## src/rtl/tensor_core_pkg.sv

```systemverilog
// Shared types and constants for the tensor core scheduler and its neighbours.
package tensor_core_pkg;

  typedef enum logic [2:0] {
    IDLE      = 3'd0,
    START     = 3'd1,
    WAIT      = 3'd2,
    WRITEBACK = 3'd3,
    RESPOND   = 3'd4
  } sched_state_t;

  localparam int unsigned TC_DEFAULT_NUM_REQ        = 2;
  localparam int unsigned TC_DEFAULT_TIMEOUT_CYCLES = 64;

  // Opcodes understood by small_tensor_core, shared with instruction decode.
  localparam logic [3:0] TC_OP_NOP    = 4'h0;
  localparam logic [3:0] TC_OP_MATMUL = 4'h1;
  localparam logic [3:0] TC_OP_LOAD   = 4'h2;
  localparam logic [3:0] TC_OP_STORE  = 4'h3;

  // Index width that stays legal for a single requester.
  function automatic int unsigned idx_width(input int unsigned n);
    return (n > 1) ? $clog2(n) : 1;
  endfunction

endpackage

```

## src/rtl/rr_arbiter.sv

```systemverilog
// Combinational round-robin arbiter: first request at or after i_ptr+1 wins.
module rr_arbiter
  import tensor_core_pkg::*;
#(
  parameter int unsigned NUM_REQ = 2,
  localparam int unsigned IDX_W  = idx_width(NUM_REQ)
) (
  input  logic [NUM_REQ-1:0] i_req,
  input  logic [IDX_W-1:0]   i_ptr,
  output logic [NUM_REQ-1:0] o_grant,
  output logic [IDX_W-1:0]   o_idx,
  output logic               o_any
);

  assign o_any = |i_req;

  always_comb begin : arb
    logic [IDX_W-1:0] cand;
    logic             found;
    o_grant = '0;
    o_idx   = '0;
    found   = 1'b0;
    cand    = '0;
    for (int unsigned i = 1; i <= NUM_REQ; i++) begin
      cand = IDX_W'((32'(i_ptr) + i) % NUM_REQ);
      if (!found && i_req[cand]) begin
        found         = 1'b1;
        o_grant[cand] = 1'b1;
        o_idx         = cand;
      end
    end
  end

endmodule

```

## src/rtl/tensor_core_scheduler.sv

```systemverilog
// Arbitrates requesters onto the single tensor core and sequences one job at a time.
// Optional TENSOR_SCHED_PERF_EN adds job/timeout/busy performance counters.
module tensor_core_scheduler
  import tensor_core_pkg::*;
#(
  parameter int unsigned NUM_REQ        = TC_DEFAULT_NUM_REQ,
  parameter int unsigned TIMEOUT_CYCLES = TC_DEFAULT_TIMEOUT_CYCLES
) (
  input  logic               clock_in,
  input  logic               reset_n_in,
  input  logic [NUM_REQ-1:0] req_valid_in,
  output logic [NUM_REQ-1:0] req_ready_out,
  output logic [NUM_REQ-1:0] rsp_valid_out,
  output logic               rsp_error_out,
  output logic               busy_out,
  output logic               tc_start_out,
  input  logic               tc_done_in,
  output logic               rf_bulk_write_en_out,
  output logic               rf_write_block_out
`ifdef TENSOR_SCHED_PERF_EN
  ,
  output logic [15:0]        perf_jobs_out,
  output logic [7:0]         perf_timeouts_out,
  output logic [31:0]        perf_busy_cycles_out
`endif
);

  localparam int unsigned IDX_W = idx_width(NUM_REQ);
  localparam int unsigned CNT_W = $clog2(TIMEOUT_CYCLES + 1);
  localparam logic [CNT_W-1:0] CNT_LAST = CNT_W'(TIMEOUT_CYCLES - 1);

  sched_state_t       r_state;
  logic [IDX_W-1:0]   r_ptr;
  logic [IDX_W-1:0]   r_owner;
  logic [CNT_W-1:0]   r_cnt;
  logic               r_err;
  logic [NUM_REQ-1:0] r_rsp_valid;
  logic               r_rsp_error;
  logic               r_busy;
  logic               r_tc_start;
  logic               r_bulk_wr;
  logic               r_wr_block;

  logic [NUM_REQ-1:0] w_grant;
  logic [IDX_W-1:0]   w_grant_idx;
  logic               w_any;
  logic [NUM_REQ-1:0] w_owner_oh;

  rr_arbiter #(
    .NUM_REQ (NUM_REQ)
  ) u_arb (
    .i_req   (req_valid_in),
    .i_ptr   (r_ptr),
    .o_grant (w_grant),
    .o_idx   (w_grant_idx),
    .o_any   (w_any)
  );

  assign w_owner_oh = NUM_REQ'(1) << r_owner;

  // Accept is the only combinational output; it is held low while reset is asserted.
  assign req_ready_out = (reset_n_in && (r_state == IDLE)) ? w_grant : '0;

  always_ff @(posedge clock_in or negedge reset_n_in) begin
    if (!reset_n_in) begin
      r_state     <= IDLE;
      r_ptr       <= IDX_W'(NUM_REQ - 1);
      r_owner     <= '0;
      r_cnt       <= '0;
      r_err       <= 1'b0;
      r_rsp_valid <= '0;
      r_rsp_error <= 1'b0;
      r_busy      <= 1'b0;
      r_tc_start  <= 1'b0;
      r_bulk_wr   <= 1'b0;
      r_wr_block  <= 1'b0;
    end else begin
      case (r_state)
        IDLE: begin
          if (w_any) begin
            r_state    <= START;
            r_owner    <= w_grant_idx;
            r_ptr      <= w_grant_idx;
            r_busy     <= 1'b1;
            r_tc_start <= 1'b1;
            r_wr_block <= 1'b1;
          end
        end
        START: begin
          // Any done seen here belongs to a previous job and is ignored.
          r_state    <= WAIT;
          r_tc_start <= 1'b0;
          r_cnt      <= '0;
        end
        WAIT: begin
          if (r_cnt != CNT_LAST) begin
            r_cnt <= r_cnt + CNT_W'(1);
          end
          if (tc_done_in) begin
            r_state   <= WRITEBACK;
            r_bulk_wr <= 1'b1;
          end else if (r_cnt == CNT_LAST) begin
            r_state     <= RESPOND;
            r_err       <= 1'b1;
            r_wr_block  <= 1'b0;
            r_rsp_valid <= w_owner_oh;
            r_rsp_error <= 1'b1;
          end
        end
        WRITEBACK: begin
          r_state     <= RESPOND;
          r_bulk_wr   <= 1'b0;
          r_wr_block  <= 1'b0;
          r_rsp_valid <= w_owner_oh;
          r_rsp_error <= r_err;
        end
        RESPOND: begin
          r_state     <= IDLE;
          r_err       <= 1'b0;
          r_rsp_valid <= '0;
          r_rsp_error <= 1'b0;
          r_busy      <= 1'b0;
        end
        default: begin
          r_state     <= IDLE;
          r_err       <= 1'b0;
          r_rsp_valid <= '0;
          r_rsp_error <= 1'b0;
          r_busy      <= 1'b0;
          r_tc_start  <= 1'b0;
          r_bulk_wr   <= 1'b0;
          r_wr_block  <= 1'b0;
        end
      endcase
    end
  end

  assign rsp_valid_out        = r_rsp_valid;
  assign rsp_error_out        = r_rsp_error;
  assign busy_out             = r_busy;
  assign tc_start_out         = r_tc_start;
  assign rf_bulk_write_en_out = r_bulk_wr;
  assign rf_write_block_out   = r_wr_block;

`ifdef TENSOR_SCHED_PERF_EN
  logic [15:0] r_perf_jobs;
  logic [7:0]  r_perf_timeouts;
  logic [31:0] r_perf_busy;

  // Jobs wrap, timeouts saturate, busy cycles wrap.
  always_ff @(posedge clock_in or negedge reset_n_in) begin
    if (!reset_n_in) begin
      r_perf_jobs     <= '0;
      r_perf_timeouts <= '0;
      r_perf_busy     <= '0;
    end else begin
      if ((r_state == RESPOND) && !r_err) begin
        r_perf_jobs <= r_perf_jobs + 16'd1;
      end
      if ((r_state == RESPOND) && r_err && (r_perf_timeouts != 8'hFF)) begin
        r_perf_timeouts <= r_perf_timeouts + 8'd1;
      end
      if (r_busy) begin
        r_perf_busy <= r_perf_busy + 32'd1;
      end
    end
  end

  assign perf_jobs_out        = r_perf_jobs;
  assign perf_timeouts_out    = r_perf_timeouts;
  assign perf_busy_cycles_out = r_perf_busy;
`endif

endmodule

```

## config.mk

```make
export PLATFORM = sky130hd
export DESIGN_NAME = tensor_core_scheduler
export DESIGN_NICKNAME = d
export VERILOG_FILES = /design/src/rtl/tensor_core_pkg.sv /design/src/rtl/rr_arbiter.sv /design/src/rtl/tensor_core_scheduler.sv
export SDC_FILE = /design/constraint.sdc
export NUM_CORES = 1
export LEC_CHECK = 0
export ABC_AREA = 0
export BUFFER_PORTS_ARGS = -buffer_cell sky130_fd_sc_hd__buf_2
export CORE_UTILIZATION = 30
export CTS_BUF_LIST = sky130_fd_sc_hd__clkbuf_8
export CTS_CLUSTER_SIZE = 28
export DETAILED_ROUTE_END_ITERATION = 8
export PLACE_DENSITY = 0.51
export SLEW_MARGIN = 40
export SYNTH_ARGS = -nofsm -noshare
export SYNTH_HDL_FRONTEND = slang
export SYNTH_SLANG_ARGS = --single-unit
export TNS_END_PERCENT = 5
```

## constraint.sdc

```tcl
create_clock -name clock_in -period 1.9 [get_ports clock_in]
set_input_delay 0.095 -clock clock_in [delete_from_list [all_inputs] [get_ports clock_in]]
set_output_delay 0.095 -clock clock_in [all_outputs]
set_load 0.02 [all_outputs]
```

==> metrics.md <==
| Metric | Value |
|---|---|
| Pwr Density | 1473 nW/um^2 |
| Wire length per cell | 14.73 um |
| Area Overhead vs Synth | 19.15% |
| Main combinational cell family by area after synthesis | simple AND/OR/NAND/NOR gates |
| Setup TNS | 0 ps |
| Non-filler cells, final | 177 |
| Critical path's slowest cell | dfrtp_1 |
| Final Critical Period | 1695 ps |
| Fillers | 371 |
| Post-Synth Adder-Cell Area | 1.175% |
| Most used DFF post-synth | dfrtp_1 |
| Worst rel slew slack | 69.47% |
| Most numerous cell in the Yosys netlist | dfrtp_1 |
| Synth top area cells | dfrtp_1 (45%), nor2_1 (4.6%), nand2_1 (3.5%) |
| Top sig layer | met3 |
| Unrepaired setup endpoints after global routing | no |
| Yosys reg bits | 20 |
| Overflow after GRT | 0 |
| Max Cap Viol | 0 |
| Commonest cells post-synth | dfrtp_1 (19), nor2_1 (13), nand2_1 (10) |
| DRT iter0 DRCs | 43 |
| H-tree Lvls | 1 |
| WP data required | 1800 ps |
| Static Leak | 0.5642 nW |
| Worst Tran Pin Value | 457.9 ps |
| ANT nets after route | 0 |
| Initial antenna violation count | 0 |
| RD Place Congestion | 0.8072 |
| Critical path class | flip-flop to output port |
| Crit end category | output port |
| Critical Path AT | 1600 ps |
| Largest net degree at the start of global routing | 20 |
| Post-synthesis instance area | 1065 um^2 |
| M1 WL | 1.293 mm |
| Pre-Repair DR Iteration Count | 4 |
| Clk pin slew, worst setup/hold paths | 70 ps |
| Row count | 21 |
| Root Driver | clkbuf_8 |
| Met2 wire length | 1.205 mm |
| Area of the multi-input gates | 534.3 um^2 |
| Worst vdd ir | 0.6473 mV |
| Post-route DRC violation count | 0 |
| I/O pins | 14 |
| Sequential share of the synthesized area | 47.12% |
| TritonCTS clock tree | yes |
| Fraction of registers with async set/reset | 100.0% |
| Core area | 3363 um^2 |
| Final hold viol count | 0 |
| Hold crit path type | input port to flip-flop |
| Post-layout net count | 138 |
| Setup Skew | 4.079 ps |
| Vias | 936 |
| Synth warn | 0 |
| Final setup vio count | 0 |
| Fmax | 590.0 MHz |
| Max FO, Critical Path | 11 |
| CTS buffer count | 3 |
| Metal3 WL | 109 um |
| First-pass GRT wire length | 4.457 mm |
| Latest clock arrival within the worst-skew pair | 260 ps |
| Routed vias/inst | 5.288 |
| Layout cells sized above 1 | 21.37% |
| Post-synthesis mux area share | 0.9401% |
| GRT Overall Usage | 16.16% |
| Post-Route WL | 2.607 mm |
| Post-DP HPWL | 1.888 mm |
| DP Cell Count | 172 |
| Simple-Gate Fraction of Synth Area | 24.68% |
| Setup Fix Bufs, Post-CTS | 0 |
| Net count after synthesis | 119 |
| Clock Path Buffers | 2 |
| CTS sink count | 20 |
| Initial Utilization | 31.66% |
| Slew Viols, Final | 0 |
| Post-synth EDFFs | 0 |
| Sequential Area | 501.7 um^2 |
| Synth unique cells | 41 |
| Status | finished, final reports clean |
| Vias in the first global route | 917 |
| Cell taking the most area after synthesis | dfrtp_1 |
| Post-synth top area share | 44.65% |
| Critical path launch point type | flip-flop |
| Mean Syn Cell Area | 9.423 um^2 |
| Compound-Gate Fraction of Synth Area | 22.91% |
| Final Cycle Share | 89.21% |
| Crit-path cells | nor3_2 -> nand2_1 -> nor2_1 -> buf_2 |
| Syn Inst Count | 113 |
| CP max stage delay | 540 ps |
| Die height | 61.58 um |
| XOR/XNOR Fraction of Synth Area | 0% |
| Number of port buffers | 13 |
| Die area | 3791 um^2 |
| Die Wd | 61.58 um |
| Ant. Diodes | 0 |
cells in the final DEF, fill, tap and decap left out, types with 4 or more instances in the layout:
| cell type | instances |
|---|---|
| dfrtp_1 | 19 |
| nor2_1 | 13 |
| buf_2 | 13 |
| nand2_1 | 10 |
| a21oi_1 | 7 |
| o21ai_0 | 6 |
| inv_1 | 4 |
| nor3_1 | 4 |
| o211ai_1 | 4 |
| clkbuf_8 | 4 |
| buf_4 | 4 |
flip-flops by register name, summed over array words and instances (netlist names):
| signal | flops |
|---|---|
| r_ptr | 1 |
| r_owner | 1 |
| busy_out | 1 |
| rsp_error_out | 1 |
| rsp_valid_out | 2 |
| r_cnt | 7 |
| r_state | 3 |
| tc_start_out | 1 |
| r_err | 1 |
| rf_bulk_write_en_out | 1 |
| rf_write_block_out | 1 |
power breakdown:
group,total (mW),switching (mW),internal [mW],leakage (nW)
Clock,0.332,0.148,0.185,0.0288
Combinational,0.768,0.456,0.312,0.281
Sequential,0.769,0.195,0.574,0.254
Total,1.87,0.798,1.07,0.564
metal layers:
layer / vias to the layer above / track usage, %
met2: 19 / 25.04
met1: 457 / 23.32
li1: 460 / -
met3: 0 / 4.202
met5: - / 0
met4: 0 / 1.905
through the flow:
| stage | cell area (um^2) | util, % | power, mW | hold WS (ps) | setup WS, ps |
|---|---|---|---|---|---|
| 6_report | 1269 | 37.72 | 1.869 | 38.15 | 205.0 |
| 5_1_grt | 1269 | 37.72 | 2.013 | 51.33 | 110.2 |
| 4_1_cts | 1264 | 37.57 | 1.877 | 28.78 | 78.80 |
| 3_5_place_dp | 1199 | 35.64 | 1.543 | 105.0 | 291.9 |
| 3_3_place_gp | 1199 | 35.64 | 1.535 | 106.1 | 321.4 |
| 2_1_floorplan | 1065 | - | 1.270 | -200.6 | 420.1 |
critical path: cells and delay by family (launching register included):
kind / cells / cell delay (ps)
DFF: 1 / 540
buffers and inverters: 1 / 170
and+or+nand+nor: 3 / 640
logic make-up after synthesis:
family | count (synthesis)
buffers and inverters | 8
adders and majority gates | 1
muxes | 1
and+or+nand+nor | 48
AOI/OAI and AO/OA | 35
DFF | 20
timing repair:
action,CTS,global route
endpoints found under the hold margin,20,0
hold buffers,1,0
gates resized for setup,0,1
endpoints found under the setup margin,0,2
layout make-up:
type                       instances  share of cell area (%)
clock buffer                       4                   4.339
inverter                           4                   1.183
multi-input combinational         85                   42.11
sequential                        20                   39.55
tap                               46                   4.536
timing repair buffer              18                   8.284
path summary, 6_finish.rpt:
kind	startpoint	to	slack [ps]	cells past startpoint
worst min-delay path	req_valid_in[0]	r_ptr	40	2
worst min register to register	busy_out	busy_out	500	2
worst max register to register	r_cnt[0]	rsp_valid_out[0]	270	5
min in group asynchronous	reset_n_in	r_ptr	370	2
max in group asynchronous	reset_n_in	rf_write_block_out	1270	3
worst max-delay path	r_state[2]	req_ready_out[0]	210	4
Note: power is estimated with default switching activity, not from simulation.
